==> config.mk <==
export PLATFORM = sky130hd
export DESIGN_NAME = wb_ram128_rmw_ctrl
export DESIGN_NICKNAME = d
export VERILOG_FILES = /design/src/rtl/wb_ram128_rmw_ctrl.sv
export SDC_FILE = /design/constraint.sdc
export NUM_CORES = 1
export LEC_CHECK = 0
export CAP_MARGIN = 5
export CORE_ASPECT_RATIO = 0.75
export CORE_MARGIN = 2
export CORE_UTILIZATION = 25
export DETAILED_ROUTE_END_ITERATION = 8
export PLACE_DENSITY = 0.46
export SLEW_MARGIN = 20
export SYNTH_ARGS = -nofsm -noshare
export SYNTH_HDL_FRONTEND = slang
export SYNTH_SLANG_ARGS = --single-unit
==> constraint.sdc <==
create_clock -name wb_clk_i -period 4.1 [get_ports wb_clk_i]
set_input_delay 0.615 -clock wb_clk_i [delete_from_list [all_inputs] [get_ports wb_clk_i]]
set_output_delay 0.615 -clock wb_clk_i [all_outputs]
set_load 0.02 [all_outputs]
==> src/rtl/wb_ram128_rmw_ctrl.sv <==
// wb_ram128_rmw_ctrl
//
// Wishbone-classic slave in front of the 128x32 scratch SRAM wrapper. The
// wrapper only commits a write when all four byte enables are set, so any
// partial-byte write is turned into a read-modify-write (RD, RDW, WR).
// All outputs are registered; the acknowledge is additionally gated by
// wbs_cyc_i so an abandoned cycle never sees an ack.
//
// Ports:
//   wb_clk_i, wb_rst_i  clock and asynchronous active-high reset
//   wbs_cyc_i/stb_i/we_i/sel_i/adr_i/dat_i  Wishbone slave request
//   wbs_ack_o, wbs_dat_o                    Wishbone slave response
//   ram_en0, ram_we0, ram_a0, ram_di0        SRAM port (we is 4'hF or 4'h0)
//   ram_do0                                  SRAM read data, one cycle after read
module wb_ram128_rmw_ctrl #(
  parameter logic [31:0] BASE_ADDR = 32'h3000_0000,
  parameter int          WSIZE     = 4
) (
  input  logic        wb_clk_i,
  input  logic        wb_rst_i,
  input  logic        wbs_cyc_i,
  input  logic        wbs_stb_i,
  input  logic        wbs_we_i,
  input  logic [3:0]  wbs_sel_i,
  input  logic [31:0] wbs_adr_i,
  input  logic [31:0] wbs_dat_i,
  output logic        wbs_ack_o,
  output logic [31:0] wbs_dat_o,
  output logic        ram_en0,
  output logic [3:0]  ram_we0,
  output logic [6:0]  ram_a0,
  output logic [31:0] ram_di0,
  input  logic [31:0] ram_do0
);

  typedef enum logic [2:0] {IDLE, RD, RDW, WR, ACK} state_t;

  state_t      state_q, state_d;
  logic [6:0]  capIdx_q, capIdx_d;
  logic [3:0]  capSel_q, capSel_d;
  logic        capWe_q, capWe_d;
  logic [31:0] capDat_q, capDat_d;
  logic        ack_q, ack_d;
  logic [31:0] datOut_q, datOut_d;
  logic        ramEn_q, ramEn_d;
  logic [3:0]  ramWe_q, ramWe_d;
  logic [6:0]  ramAddr_q, ramAddr_d;
  logic [31:0] ramData_q, ramData_d;

  logic        hit;
  logic [31:0] merged;
  logic        unusedAdrBits;

  // Byte-lane bits of the address carry no meaning for a word-wide RAM.
  assign unusedAdrBits = ^wbs_adr_i[1:0];

  assign hit = wbs_cyc_i & wbs_stb_i & (wbs_adr_i[31:9] == BASE_ADDR[31:9]);

  // Merge the captured write bytes over the word just read from the RAM.
  always_comb begin
    merged = ram_do0;
    for (int i = 0; i < WSIZE; i++) begin
      if (capSel_q[i]) merged[8*i +: 8] = capDat_q[8*i +: 8];
    end
  end

  // Next-state logic. Output registers are loaded with the values that the
  // state being entered must present, which keeps every output registered.
  always_comb begin
    state_d   = state_q;
    capIdx_d  = capIdx_q;
    capSel_d  = capSel_q;
    capWe_d   = capWe_q;
    capDat_d  = capDat_q;
    ack_d     = 1'b0;
    datOut_d  = datOut_q;
    ramEn_d   = 1'b0;
    ramWe_d   = 4'h0;
    ramAddr_d = ramAddr_q;
    ramData_d = ramData_q;
    case (state_q)
      IDLE: begin
        if (hit) begin
          capIdx_d = wbs_adr_i[8:2];
          capSel_d = wbs_sel_i;
          capWe_d  = wbs_we_i;
          capDat_d = wbs_dat_i;
          if (wbs_we_i && wbs_sel_i == 4'hF) begin
            state_d   = WR;
            ramEn_d   = 1'b1;
            ramWe_d   = 4'hF;
            ramAddr_d = wbs_adr_i[8:2];
            ramData_d = wbs_dat_i;
          end else if (wbs_we_i && wbs_sel_i == 4'h0) begin
            // Nothing to write: acknowledge without touching the RAM.
            state_d = ACK;
            ack_d   = 1'b1;
          end else begin
            state_d   = RD;
            ramEn_d   = 1'b1;
            ramAddr_d = wbs_adr_i[8:2];
          end
        end
      end
      RD: begin
        state_d = RDW;
      end
      RDW: begin
        if (capWe_q) begin
          state_d   = WR;
          ramEn_d   = 1'b1;
          ramWe_d   = 4'hF;
          ramAddr_d = capIdx_q;
          ramData_d = merged;
        end else begin
          state_d  = ACK;
          ack_d    = 1'b1;
          datOut_d = ram_do0;
        end
      end
      WR: begin
        state_d = ACK;
        ack_d   = 1'b1;
      end
      ACK: begin
        state_d = IDLE;
      end
      default: begin
        state_d = IDLE;
      end
    endcase
  end

  // State and output registers; reset abandons any transaction in flight.
  always_ff @(posedge wb_clk_i or posedge wb_rst_i) begin
    if (wb_rst_i) begin
      state_q   <= IDLE;
      capIdx_q  <= '0;
      capSel_q  <= '0;
      capWe_q   <= 1'b0;
      capDat_q  <= '0;
      ack_q     <= 1'b0;
      datOut_q  <= '0;
      ramEn_q   <= 1'b0;
      ramWe_q   <= '0;
      ramAddr_q <= '0;
      ramData_q <= '0;
    end else begin
      state_q   <= state_d;
      capIdx_q  <= capIdx_d;
      capSel_q  <= capSel_d;
      capWe_q   <= capWe_d;
      capDat_q  <= capDat_d;
      ack_q     <= ack_d;
      datOut_q  <= datOut_d;
      ramEn_q   <= ramEn_d;
      ramWe_q   <= ramWe_d;
      ramAddr_q <= ramAddr_d;
      ramData_q <= ramData_d;
    end
  end

  // A dropped cycle still lets the RAM sequence finish but hides the ack.
  assign wbs_ack_o = ack_q & wbs_cyc_i;
  assign wbs_dat_o = datOut_q;
  assign ram_en0   = ramEn_q;
  assign ram_we0   = ramWe_q;
  assign ram_a0    = ramAddr_q;
  assign ram_di0   = ramData_q;

endmodule

==> run metrics <==
status finished, final reports clean; final worst path period share 0.641; Post-Place Cell Area 7630 sq um; setup bufs post-CTS 0; Die ar. 23400 sq um; CTS Buf Count 17; fin cells 886; PD cells 419 nW/um^2; initial antenna violation count 0; Crit path buffers/inverters 2; syn_nets 506; Remaining Overflow, GRT 0; Fmax 380 MHz; leakage 0.00363 uW; FF+latch count, synth 121; Max VDD drop 0.224 mV; CP endpoint kind register; CP Data Arrival Time 2.91 ns; Avg Inst Size Synth 13.8 sq um; Clock Skews 0.00932 ns; CP Launch Type input port; Final setup viols 0; vias per cell 4.31; CTS tree yes; Fillers 2125; # hold bufs at CTS 0; Detailed Route WL 14300 microns; share of layout cells above drive strength 1 0.282; count of buffers from port buffering 179; sequential area share after synthesis 0.547; Die Width 176 microns; # H-tree levels 4; ANT cells 0; drt first pass iters 4; Relative slew margins 0.321; Reg2Reg Setup Slack 2.01 ns; Clock Latency Late Sink 0.41 ns; CP required 4.39 ns; largest net degree at the start of global routing 67; Post-synth ARST share 1.00; setup tns final 0 ns; height of the chip 133 microns; number of global-route vias before repair 4140; nets@finish 684; Cells after DPL 854; Yosys Warn Count 0; final-report hold violation count 0; core area 21900 sq um; critical path's top delay family simple AND/OR/NAND/NOR gates; cts repair resizes 0; PnR Total Power 3460 uW; Syn Inst Count 401; Setup CP Type in2reg; clk root buf clkbuf_16; maxcap violations 0; max-slew violation count 0; Routability Congestion 0.697; Initial Utilization 0.253; ys flop type dfrtp_1; Worst-Margin Slew 1.02 ns; Final HPWL DP 9930 microns; RSZ-0062 raised after global routing false; number of synthesized flops with an enable pin 0; DRC viols 0; Sink Count 121; Slowest-stage cell, CP and3_2; Max Buffers Root-to-Sink 2; synth unique cells 29; crit-path cells clkdlybuf4s50_1 > nor4bb_1 > nand4_1 > o21ai_0 > and3_2 > buf_12 > mux2_2; Top Ports 182; clock slew at reported path FFs 0.06 ns; crit-path max cell delay 0.51 ns; Starting DRT DRC Count 131; Area Overhead vs Synth 49.2%; final period demand of the worst path 2.63 ns; Vias 3818; Final ANT Viol Nets 0; post-route cell area 8260 sq um; synthesized area 5540 sq um; first-pass GRT wire length 23100 microns; Row Count 47; class of the worst hold path reg2reg; Routed wire per std cell 16.2 microns; crit path max fanout 20; Tot GR Track Use 0.129
==> layer usage <==
metal / vias to the layer above / wire length, microns / part of all wire / track usage
met5: - / 0 / 0 / 0
met4: 0 / 124 / 0.0086 / 0.0326
met3: 11 / 1040 / 0.073 / 0.0474
met2: 144 / 6290 / 0.44 / 0.191
met1: 1865 / 6880 / 0.48 / 0.178
li1: 1798 / - / - / -
==> report_power, final <==
| part | total (uW) | internal (uW) | switching (uW) |
|---|---|---|---|
| clock network | 1590 | 1050 | 543 |
| registers | 1270 | 1240 | 33.4 |
| logic | 596 | 301 | 295 |
==> Yosys cell counts, types with 3 or more instances <==
cell	instances	area (sq um)
a21oi_1	35	175
buf_1	4	15.0
buf_2	11	55.1
buf_4	3	22.5
buf_6	4	45.0
clkbuf_1	5	18.8
dfrtp_1	121	3030
inv_1	5	18.8
mux2_2	81	912
mux2_4	40	601
mux2i_1	32	320
nor2_1	34	128
nor4_1	3	18.8
o21ai_0	3	15.0
==> layout by cell type (no fill, tap or decap), types with 2 or more instances in the layout <==
cell             instances
clkbuf_8                 2
nand3_1                  2
a21oi_1                 35
buf_12                   2
and3_2                   2
nand4_1                  2
nor4bb_1                 2
nor4_1                   3
bufinv_16                4
nor2_1                  34
mux2i_1                 32
clkinv_4                 2
dfrtp_1                121
clkdlybuf4s50_1        179
mux2_4                  40
or3_2                    2
mux2_2                  81
buf_4                    5
clkbuf_16               17
clkbuf_1                 2
o21ai_0                  3
inv_1                    4
clkinv_2                 3
==> path summary, 6_finish.rpt <==
path                               start            end  depth (start not counted)
hold / removal             wbs_dat_o[23]  wbs_dat_o[23]                          1
min in group asynchronous       wb_rst_i   wbs_dat_o[6]                          2
max in group asynchronous       wb_rst_i  wbs_dat_o[18]                          3
hold reg to reg            wbs_dat_o[23]  wbs_dat_o[23]                          1
setup reg to reg              state_q[1]    ram_di0[10]                          6
setup / recovery               wbs_stb_i    ram_di0[10]                          7
==> registers in the layout, summed over array words and instances (netlist names) <==
name,count
capDat_q,32
ram_a0,7
state_q,3
ack_q,1
capIdx_q,7
wbs_dat_o,32
capSel_q,4
ram_we0,1
capWe_q,1
ram_di0,32
ram_en0,1
==> metrics by stage <==
| stage | hold slack [ns] | utilization | setup WS [ns] |
|---|---|---|---|
| after floorplan | 0.475 | - | 0.271 |
| after global placement | 0.472 | 0.349 | 1.10 |
| after detailed placement | 0.484 | 0.349 | 1.01 |
| after CTS | 0.498 | 0.377 | 1.47 |
| after global routing | 0.512 | 0.377 | 1.33 |
| final | 0.493 | 0.377 | 1.47 |
==> cell families (layout without fill, tap and decap cells) <==
| group | after synthesis | count (layout) | synth area share |
|---|---|---|---|
| DFF | 121 | 121 | 0.547 |
| muxes | 154 | 154 | 0.333 |
| and+or+nand+nor | 54 | 54 | 0.0513 |
| AOI/OAI and AO/OA | 40 | 40 | 0.0371 |
| buffers and inverters | 32 | 223 | 0.0316 |
==> area by class of cell <==
| class | instances | area, sq um | share of cell area |
|---|---|---|---|
| clock buffers | 21 | 460 | 0.0558 |
| clock inverters | 11 | 169 | 0.0205 |
| inverters | 5 | 21.3 | 0.00258 |
| multi-input cells | 248 | 2340 | 0.284 |
| flip-flops and latches | 121 | 3030 | 0.367 |
| well taps | 294 | 368 | 0.0445 |
| repair buffers | 186 | 1870 | 0.226 |
Note: power is estimated with default switching activity, not from simulation.
